--- src/rtl/datapath_trace_unit.sv ---
// datapath_trace_unit: classifies retiring instructions by opcode, keeps
// per-class saturating counters and a drop counter, and queues trace
// entries {class, opcode, pc, result} in a show-ahead FIFO drained by a
// valid/ready consumer.
// Optional feature: define TRACE_ILLEGAL_HALT_EN to make an ILLEGAL-class
// retirement raise a sticky halt that freezes further tracing and counting.
module datapath_trace_unit #(
  parameter int PC_W   = 8,
  parameter int DATA_W = 32,
  parameter int DEPTH  = 16,
  parameter int CNT_W  = 16
) (
  input  logic                       clk,
  input  logic                       rst_n,
  input  logic                       retire_valid,
  input  logic [PC_W-1:0]            pc,
  input  logic [5:0]                 opcode,
  input  logic [DATA_W-1:0]          result,
  input  logic [6:0]                 class_mask,
  output logic                       tr_valid,
  input  logic                       tr_ready,
  output logic [9+PC_W+DATA_W-1:0]   tr_data,
  input  logic [2:0]                 cnt_sel,
  output logic [CNT_W-1:0]           cnt_data,
  output logic                       overflow,
  output logic                       halt
);

  localparam int AW = $clog2(DEPTH);
  localparam int EW = 9 + PC_W + DATA_W;

  typedef enum logic [2:0] {
    CLS_RALU    = 3'd0,
    CLS_IALU    = 3'd1,
    CLS_LOAD    = 3'd2,
    CLS_STORE   = 3'd3,
    CLS_BRANCH  = 3'd4,
    CLS_JUMP    = 3'd5,
    CLS_ILLEGAL = 3'd6
  } cls_e;

  cls_e             cls;
  logic             halt_q;
  logic             accept;
  logic             push_req;
  logic             push;
  logic             pop;
  logic             drop;
  logic             full;

  logic [EW-1:0]    mem [DEPTH];
  logic [AW-1:0]    wptr_q, wptr_d;
  logic [AW-1:0]    rptr_q, rptr_d;
  logic [AW:0]      occ_q, occ_d;
  logic [CNT_W-1:0] cnt_q [8];
  logic [CNT_W-1:0] cnt_d [8];
  logic [CNT_W-1:0] cnt_data_q;
  logic             ovf_q;

  // Opcode to class decode
  always_comb begin
    cls = CLS_ILLEGAL;
    if (opcode inside {[6'd0:6'd5], 6'd15})        cls = CLS_RALU;
    else if (opcode inside {[6'd6:6'd10], 6'd14})  cls = CLS_IALU;
    else if (opcode inside {[6'd11:6'd13]})        cls = CLS_LOAD;
    else if (opcode inside {[6'd16:6'd18]})        cls = CLS_STORE;
    else if (opcode inside {[6'd19:6'd21]})        cls = CLS_BRANCH;
    else if (opcode inside {[6'd22:6'd24]})        cls = CLS_JUMP;
  end

  // Push/pop/drop decisions and FIFO pointer/occupancy next state
  always_comb begin
    accept   = retire_valid && !halt_q;
    full     = (occ_q == (AW+1)'(DEPTH));
    pop      = tr_valid && tr_ready;
    push_req = accept && class_mask[cls];
    push     = push_req && (!full || pop);
    drop     = push_req && full && !pop;
    wptr_d   = push ? wptr_q + AW'(1) : wptr_q;
    rptr_d   = pop  ? rptr_q + AW'(1) : rptr_q;
    occ_d    = occ_q + {{AW{1'b0}}, push} - {{AW{1'b0}}, pop};
  end

  // Saturating class and drop counter next state
  always_comb begin
    for (int unsigned k = 0; k < 8; k++) cnt_d[k] = cnt_q[k];
    if (accept && cnt_q[cls] != '1) cnt_d[cls] = cnt_q[cls] + CNT_W'(1);
    if (drop && cnt_q[7] != '1)     cnt_d[7]   = cnt_q[7] + CNT_W'(1);
  end

  // Control state: pointers, occupancy, counters, readout, overflow flag
  always_ff @(posedge clk or negedge rst_n) begin
    if (!rst_n) begin
      wptr_q     <= '0;
      rptr_q     <= '0;
      occ_q      <= '0;
      cnt_data_q <= '0;
      ovf_q      <= 1'b0;
      for (int unsigned k = 0; k < 8; k++) cnt_q[k] <= '0;
    end else begin
      wptr_q     <= wptr_d;
      rptr_q     <= rptr_d;
      occ_q      <= occ_d;
      cnt_data_q <= cnt_q[cnt_sel];
      ovf_q      <= ovf_q | drop;
      for (int unsigned k = 0; k < 8; k++) cnt_q[k] <= cnt_d[k];
    end
  end

  // Trace storage; contents are only visible through a valid head pointer
  always_ff @(posedge clk) begin
    if (push) mem[wptr_q] <= {cls, opcode, pc, result};
  end

`ifdef TRACE_ILLEGAL_HALT_EN
  // Sticky halt raised by an accepted ILLEGAL retirement
  always_ff @(posedge clk or negedge rst_n) begin
    if (!rst_n) halt_q <= 1'b0;
    else if (accept && cls == CLS_ILLEGAL) halt_q <= 1'b1;
  end
`else
  assign halt_q = 1'b0;
`endif

  assign tr_valid = (occ_q != '0);
  // Gate the head with valid so the empty/reset output reads zero
  assign tr_data  = tr_valid ? mem[rptr_q] : '0;
  assign cnt_data = cnt_data_q;
  assign overflow = ovf_q;
  assign halt     = halt_q;

endmodule
--- config.mk ---
export PLATFORM = sky130hd
export DESIGN_NAME = datapath_trace_unit
export DESIGN_NICKNAME = d
export VERILOG_FILES = /design/src/rtl/datapath_trace_unit.sv
export SDC_FILE = /design/constraint.sdc
export NUM_CORES = 1
export LEC_CHECK = 0
export ABC_CLOCK_PERIOD_IN_PS = 7400
export CAP_MARGIN = 30
export CORE_MARGIN = 4
export CORE_UTILIZATION = 61
export CTS_CLUSTER_DIAMETER = 200
export CTS_CLUSTER_SIZE = 16
export DETAILED_ROUTE_END_ITERATION = 8
export PLACE_DENSITY = 0.81
export SYNTH_ARGS = -nofsm -noshare
export SYNTH_HDL_FRONTEND = slang
export SYNTH_SLANG_ARGS = --single-unit
--- constraint.sdc ---
create_clock -name clk -period 7.4 [get_ports clk]
set_clock_uncertainty 0.05 [all_clocks]
set_input_delay 1.11 -clock clk [delete_from_list [all_inputs] [get_ports clk]]
set_output_delay 1.11 -clock clk [all_outputs]
set_load 0.1 [all_outputs]
### Yosys cells after proc, flatten, opt, wreduce, memory -nomap -nowiden

Memories as Yosys holds them, arrays and structs flattened.
Index checks and enable logic that the tools add are counted.
W data, S select, Z words.

* register bits after elaboration: 158
* memory bits (writable): 784
* output and inout port bits: 68
* memories kept: 1

Memory list
* mem: words 16, width 49, rd ports 1, clocked after memory_dff 0, write ports 1, line 51 `logic [EW-1:0] mem [DEPTH];`

* add/subtract/negate cells: 6
* order comparisons: 16
* equality and inequality tests: 5
* muxes and demuxes: 22
* bitwise gates (word level): 3
* reductions and logical operators: 21

Operator list (number)
* $bwmux W128: 1
* $mux W16: 7
* $bmux W16 S3: 2
* $mux W49: 1
* $demux W16 S3: 1
* $add A16 B1 Y16 const B: 2
* $ne A16 B16 Y1 const B: 2
* $ge A6 B5 Y1 const B: 3
* $le A6 B5 Y1 const B: 3
* $logic_and A1 B1 Y1: 14
* $eq A6 B4 Y1 const B: 2
* $le A6 B4 Y1 const B: 2
* $mux W3: 4
* $add A4 B1 Y4 const B: 2
* $ge A4 B4 Y1 const B: 2
* $not A3 Y4: 2
* $ge A6 B1 Y1 const B: 1
* $ge A6 B3 Y1 const B: 1
* $ge A6 B4 Y1 const B: 1
* $le A6 B3 Y1 const B: 1
* $reduce_bool A2 Y1: 3
* $add A5 B1 Y5: 1
* $eq A5 B5 Y1 const B: 1
* $reduce_bool A5 Y1: 1
* 9 further kinds: 13

### Longest topological paths before layout

Gate-level depths: netlist of the first run.

* depth in word-level cells: 16
* gate-level depth with buffers: 17

### Worst setup path before layout of the first run

Ideal clock, no wire load.

* path type: input to register
* start: input opcode[3]
* end: memory mem[3][0] (netlist name), enable pin
* library setup time: 0.516 ns
* arrival: 6.627 ns
* data required time: 6.834 ns
* path slack: 0.207 ns
* stages on the path: 11
* buffers on the path: 4
* cell sequence: buf_2 nor4b_1 o21ai_1 buf_2 buf_2 o22ai_1 or4b_2 nor2b_1 clkbuf_1 nand2_1 nor3_1

* longest elaborated chain between the ends: 14

Ends and longest elaborated chain
* start, declared: line 17 `input logic [5:0] opcode,`
* $ge A6 B5 Y1 / $le A6 B5 Y1 (equally long branches): line 68 `else if (opcode inside {[6'd22:6'd24]}) cls = CLS_JUMP;`
* $logic_and A1 B1 Y1: line 68
* $mux W2: line 68
* $mux W2: line 67 `else if (opcode inside {[6'd19:6'd21]}) cls = CLS_BRANCH;`
* $mux W3: line 66 `else if (opcode inside {[6'd16:6'd18]}) cls = CLS_STORE;`
* $mux W3: line 65 `else if (opcode inside {[6'd11:6'd13]}) cls = CLS_LOAD;`
* $mux W3: line 64 `else if (opcode inside {[6'd6:6'd10], 6'd14}) cls = CLS_IALU;`
* $mux W3 (*): line 63 `if (opcode inside {[6'd0:6'd5], 6'd15}) cls = CLS_RALU;`
* $bmux W1 S3 (*): line 76 `push_req = accept && class_mask[cls];`
* $mux W1 (not written as such) (*): line 76
* $logic_and A1 B1 Y1 (*): line 76
* $logic_and A1 B1 Y1 (*): line 77 `push = push_req && (!full || pop);`
* named net push: line 46 `logic push;`
* $mux W1 (*): line 112 `if (push) mem[wptr_q] <= {cls, opcode, pc, result};`
* $mux W1 (not written as such) (*): line 112
* end, declared: line 51

Mark *: on every way through the listed nets, which the timed path passes. The rest lies on a longest branch. The select of a mux whose other input is x is not followed.

### Worst setup path after layout of the first run

* start: input opcode[2]
* end: register cnt_q[37] (netlist name)

* longest elaborated chain between the ends: 14

Ends and longest elaborated chain
* $ge A6 B5 Y1 / $le A6 B5 Y1 (equally long branches): line 68
* $logic_and A1 B1 Y1: line 68
* $mux W2: line 68
* $mux W2: line 67
* $mux W3: line 66
* $mux W3: line 65
* $mux W3: line 64
* $mux W3 (*): line 63
* $not A3 Y4 (not written as such) (*): line 87 `if (accept && cnt_q[cls] != '1) cnt_d[cls] = cnt_q[cls] + CNT_W'(1);`
* $bmux W16 S3, or another cell as far along: line 87
* $mux W16 (not written as such) / $logic_and A1 B1 Y1 (equally long branches): line 87
* $mux W16 (not written as such): line 87
* $add A16 B1 Y16, or another cell as far along: line 87
* $bwmux W128 / $logic_and A1 B1 Y1 (equally long branches): line 87
* end, declared: line 55 `logic [CNT_W-1:0] cnt_q [8];`

Every way passes the cells marked *; elsewhere a longest branch is shown, timed or not. The select of a mux whose other input is x is not followed.
A chain may end at the register's enable or synchronous reset.

==> metrics.cfg, run 1 <==
[power]
p_sw_share_pct=38.89
combinationalPowerShare_pct=41.1
peakVddDrop_mv=0.5010
clock_power_share_pct=19.6
finalPower_mw=17.78
power_frac_seq_pct=39.2
leakage_nw=14.18
power_density_nw_per_um2=413.3
p_int_mw=10.87
switchingPower_mw=6.916

[placed_design]
place_congestion=0.9232
port_buffers=126
dp.cells=2804
place_hpwl_um=51270

[yosys]
synth-seq-cells=942
yosys-top-cells-area=edfxtp_1 61%, mux4_2 16%, dfrtp_1 10%, mux2_2 3.1%, and2_1 0.81%
yosysTopAreaCell=edfxtp_1
synth_area_per_cell_um2=20.29
synth.distinct_cells=72
syn_inst=1893
synthFlopType=edfxtp_1
async_flop_share_pct=16.77
ys_seq_area_share_pct=71.59
synth.top_cell.area_share_pct=61.29
syn-num-nets=1967
synth_warnings=0
syn-cell-area_um2=38410
synth-edff-count=784

[clock_network]
cts_num_sinks=942
cts_hold_buffers=0
path_clk_slew_ns=0.07
cts_tree=built
cts_max_level=3
cts_resized=0
clk_latency_ns=0.63
cts_setup_buffers=0
clock_path_buffers=3
cts-root-buf=clkbuf_16
cts_made_buffers=68

[floorplan]
die_h_um=258.9
coreArea_um2=62050
rows=91
dieWidth_um=258.9
ios=128
start_util_pct=61.90
design.die.area_um2=67050

[layout]
drive_gt1_share_pct=27.59
final_net_count=2112
areaGrowthSynthToFinish_pct=12.02
layout_commonest_cell=edfxtp_1
layout_common_cells=784 x edfxtp_1, 277 x mux4_2, 154 x dfrtp_1
instances_no_fill=2896
antennaDiodeCount=0

[sta]
post-route-period-util_pct=82.77
slew_violations=0
hold_viol=0
fin_setup_tns_ns=0
setup_viol_count_final=0
grt_setup_unrepaired=no
max_freq_mhz=163.3
timing.final.crit_period_ns=6.125
tightest_slew_ns=1.016
max-slew-margin-rel_pct=32.02

[drt]
drt-total-wl_um=93200
ant_nets=0
vias_per_cell=6.869
routedWlPerCell_um=32.18
drc=0
drtIter0Drc=2268
first_pass_iters=5
dr_total_vias=19890

[worst_setup_path]
crit_chain=clkdlybuf4s50_1 > nor2b_4 > o21a_1 > nor2_1 > buf_4 > a311o_1 > inv_1 > ha_1 > inv_1 > a2111oi_0 > and4_1 > nand4_1 > buf_4 > nand2_1 > mux2_2
crit_path_max_incr_delay_ns=1.13
startpoint_type=input port
end_kind=register
critPathRequiredTime_ns=7.85
path_max_fanout=27
critPathSlowestCell=clkdlybuf4s50_1
critPathTopFamily=simple AND/OR/NAND/NOR gates
arrival_ns=6.58
worst-path-buf-inv=5
path_class=in2reg

[global_routing]
grt_max_degree=96
antenna_found_initial=3
grt_pass1_vias=21000
gr-usage-met3_pct=4.487
use_met2_pct=48.12
grt-ovfl-total=0
grt_pass1_wl_um=140500
grt_use_met1_pct=39.01
grt.busiest_layer=met2
grt_use_total_pct=28.50

[run]
max_cap_viol_count=0

[outcome]
outcome=complete, no violations

[min_path]
hold_class=reg2reg

==> sequential cells by signal, indices dropped and copies added, names as in the netlist <==
name and cells:
overflow 1, wptr_q 4, mem 784, cnt_q 128, cnt_data 16, occ_q 5
rptr_q 4
==> path summary, 6_finish.rpt <==
check | slack, ns | end | cells after the start | start
setup / recovery | 1.28 | cnt_q[37] | 15 | opcode[2]
hold / removal | 0.46 | overflow | 1 | overflow
setup reg to reg | 3.57 | cnt_q[37] | 13 | cnt_q[48]
hold reg to reg | 0.46 | overflow | 1 | overflow
max in group asynchronous | 5.35 | cnt_q[99] | 2 | rst_n
min in group asynchronous | 0.53 | cnt_data[15] | 1 | rst_n
==> cells in the mapped netlist (all sizes together), types with 27 or more instances <==
library cell	n
edfxtp	784
mux4	277
dfrtp	158
mux2	106
buf	59
clkbuf	54
and2	50
nor2	48
nand2	38
o21ai	38
inv	37
xnor2	27
==> cells by family (layout without fill, tap and decap cells) <==
family / count (synthesis) / count (layout) / share of synthesized area [%]
buffers and inverters: 150 / 316 / 1.730
AOI/OAI and AO/OA: 145 / 145 / 2.756
and+or+nand+nor: 218 / 218 / 3.163
adders and majority gates: 14 / 14 / 0.4756
other: 1 / 1 / 0.009763
muxes: 386 / 386 / 19.44
DFF: 942 / 942 / 71.59
xor gates and xnor gates: 37 / 37 / 0.8437
==> final cells by class <==
type | count | area (µm²)
Inverter | 37 | 138.9
Multi-Input combinational cell | 801 | 10380
Clock inverter | 6 | 103.9
Fill cell | 3671 | 19020
Clock buffer | 85 | 1797
Sequential cell | 942 | 27510
Timing Repair Buffer | 188 | 2057
Tap cell | 837 | 1047
==> metal layers <==
layer	wire length (µm)	part of all wire, %
met3	7530	8.1
met2	48020	52
met4	3531	3.8
met1	34100	37
met5	15	0.016
==> power by group through the flow <==
stage	clock network, mW	logic (mW)	registers (mW)
after floorplan	0	5.39	6.98
after global placement	0	7.15	7.05
after detailed placement	0	7.29	7.08
after CTS	3.55	7.36	6.98
after global routing	3.77	7.62	7.05
final	3.49	7.31	6.98
==> worst register-to-register path: stages (launching register included) <==
cell,delay (ns)
dfrtp_1,0.37
inv_1,0.07
o211ai_1,0.09
nand4_1,0.12
a311o_1,0.43
inv_1,0.16
ha_1,0.19
inv_1,0.07
a2111oi_0,0.39
and4_1,0.36
nand4_1,0.10
buf_4,0.21
nand2_1,0.68
mux2_2,0.42
==> stage by stage <==
stage / cell area (µm²) / hold WS [ns] / setup slack, ns / utilization [%]
after floorplan: 38410 / 0.3999 / 0.2068 / -
after global placement: 41020 / 0.4485 / 0.9418 / 66.11
after detailed placement: 41120 / 0.4308 / 0.7851 / 66.27
after CTS: 43020 / 0.4624 / 1.379 / 69.33
after global routing: 43030 / 0.4938 / 0.9499 / 69.34
final: 43030 / 0.4649 / 1.275 / 69.34
No activity file was read; power rests on OpenSTA's default activity.
==> inputs of run 2 (changes only) <==
==> config.mk (replaced) <==
export PLATFORM = sky130hd
export DESIGN_NAME = datapath_trace_unit
export DESIGN_NICKNAME = d
export VERILOG_FILES = /design/src/rtl/datapath_trace_unit.sv
export SDC_FILE = /design/constraint.sdc
export NUM_CORES = 1
export LEC_CHECK = 0
export ABC_CLOCK_PERIOD_IN_PS = 5400
export CAP_MARGIN = 30
export CORE_MARGIN = 4
export CORE_UTILIZATION = 55
export CTS_CLUSTER_DIAMETER = 200
export CTS_CLUSTER_SIZE = 16
export DETAILED_ROUTE_END_ITERATION = 8
export PLACE_DENSITY = 0.78
export SYNTH_ARGS = -nofsm -noshare
export SYNTH_HDL_FRONTEND = slang
export SYNTH_SLANG_ARGS = --single-unit
==> constraint.sdc (replaced) <==
create_clock -name clk -period 5.4 [get_ports clk]
set_clock_uncertainty 0.05 [all_clocks]
set_input_delay 0.81 -clock clk [delete_from_list [all_inputs] [get_ports clk]]
set_output_delay 0.81 -clock clk [all_outputs]
set_load 0.1 [all_outputs]
==> run 2 against run 1 <==
Global-route usage shrank 3.4 points. Total power grew 37%. Setup slack lost 0.87 ns. First-iteration DRC count grew 2.7%. Critical path depth shrank 10. Via count shrank 0.77%. Critical path type is now reg2out. Critical endpoint is now tr_data[4].
==> metrics.cfg, run 2 (synthesized netlist as in run 1, its figures left out) <==
[clock_network]
cts_setup_buffers=0
clock_path_buffers=3
cts-root-buf=clkbuf_16
cts_num_sinks=942
cts_made_buffers=68
cts_max_level=3
cts_resized=0
clk_latency_ns=0.62
cts_tree=built
cts_hold_buffers=0
path_clk_slew_ns=0.08

[power]
p_int_mw=14.91
leakage_nw=14.44
clock_power_share_pct=19.3
switchingPower_mw=9.403
combinationalPowerShare_pct=41.7
power_density_nw_per_um2=559.4
power_frac_seq_pct=38.9
peakVddDrop_mv=0.6958
p_sw_share_pct=38.67

[worst_setup_path]
end_kind=primary output
crit_path_max_incr_delay_ns=0.99
path_class=reg2out
crit_chain=buf_12 > mux4_2 > mux4_2 > and2_1 > clkdlybuf4s50_1
critPathSlowestCell=clkdlybuf4s50_1
crit_top_cell=mux4_2
critPathTopFamily=buffers and inverters
worst-path-buf-inv=2
arrival_ns=4.14
startpoint_type=register
path_max_fanout=40
critPathRequiredTime_ns=4.54

[floorplan]
start_util_pct=55.71
die_h_um=272.3
design.die.area_um2=74130
ios=128
coreArea_um2=68950
rows=96
dieWidth_um=272.3

[sta]
max_freq_mhz=200.1
max-slew-margin-rel_pct=33.01
setup_viol_count_final=0
grt_setup_unrepaired=no
post-route-period-util_pct=92.53
tightest_slew_ns=1.002
slew_violations=0
hold_viol=0
timing.final.crit_period_ns=4.997

[layout]
areaGrowthSynthToFinish_pct=13.16
top_register=mem
final_util_pct=63.04
instances_no_fill=3054
final_net_count=2162
drive_gt1_share_pct=29.98
fin_area_um2=43470
layout_commonest_cell=edfxtp_1
largest_register_ffs=784
layout_common_cells=784 x edfxtp_1, 277 x mux4_2, 154 x dfrtp_1
fillers=4643

[placed_design]
placed_area_um2=41540
place_congestion=0.9444
dp.cells=2947
port_buffers=126
place_hpwl_um=53060

[drt]
dr_total_vias=19740
drt-total-wl_um=91760
routedWlPerCell_um=30.05
first_pass_iters=5
vias_per_cell=6.464
drc=0
ant_nets=0
drtIter0Drc=2330

[global_routing]
grt-ovfl-total=0
grt_pass1_vias=20760
antenna_found_initial=6
grt_pass1_wl_um=137300
grt_use_total_pct=25.07
grt_max_degree=89

[min_path]
hold_class=in2async

[run]
max_cap_viol_count=0

[outcome]
outcome=complete, no violations

run 2: cell types whose count changed in the layout (fill, tap and decap cells not counted), moves of 2 or more:
cell             delta
buf_4              +73
clkdlybuf4s50_1    -20
clkbuf_1           +11
diode_2             +5
nor3_2              -4
nor3_4              +4
buf_12              -2
clkinv_8            +2
inv_16              -2
run 2: through the flow:
stage	TNS, ns	total power, mW	hold WS, ns	setup WS [ns]
finish	0	24.32	0.2247	0.4034
CTS	0	24.49	0.2355	0.3428
floorplan	-62.64	16.96	0.3999	-0.1807
global route	0	25.24	0.2795	0.2509
global placement	0	19.48	0.4372	0.3675
detailed placement	0	19.76	0.4605	0.3775
run 2: final cells by class:
cell class	count	area, µm²	share of cell area, %
well taps	931	1165	2.680
inverters	37	138.9	0.3195
multi-input cells	801	10400	23.92
repair buffers	238	2364	5.438
diodes	5	12.51	0.02879
flip-flops and latches	942	27510	63.29
clock inverters	5	66.31	0.1526
clock buffers	95	1813	4.171
run 2: metal layers:
metal | vias up | routed length [µm] | part of all wire (%) | GRT usage [%]
li1 | 8135 | - | - | -
met1 | 10410 | 34210 | 37 | 33.56
met2 | 987 | 46430 | 51 | 41.65
met3 | 203 | 7591 | 8.3 | 4.722
met4 | 2 | 3516 | 3.8 | 9.476
met5 | - | 13 | 0.014 | 0
run 2: worst register-to-register path: cells and delay by family (launching register included):
family	cells	cell delay, ns
flip-flops	1	0.37
AND/OR/NAND/NOR	4	0.84
buffers and inverters	5	0.74
adder cells (fa/ha/maj)	1	0.19
AO/OA/AOI/OAI	3	0.86
multiplexers	1	0.35
run 2: power by group through the flow:
stage                     clock, mW  combinational [mW]  sequential, mW
final                          4.70                10.1            9.46
after global routing           5.10                10.6            9.55
after CTS                      4.80                10.2            9.46
after detailed placement          0                10.2            9.60
after global placement            0                9.92            9.56
after floorplan                   0                7.40            9.56
run 2: path summary, 6_finish.rpt:
path                              end  slack (ns)  cells after the start  startpoint
setup / recovery           tr_data[4]        0.40                      5   rptr_q[0]
hold / removal             cnt_q[107]        0.22                      1       rst_n
setup reg to reg            cnt_q[40]        1.89                     14   cnt_q[80]
hold reg to reg             cnt_q[71]        0.48                      1   cnt_q[71]
max in group asynchronous   rptr_q[2]        4.02                      2       rst_n
min in group clk            cnt_q[71]        0.48                      1   cnt_q[71]
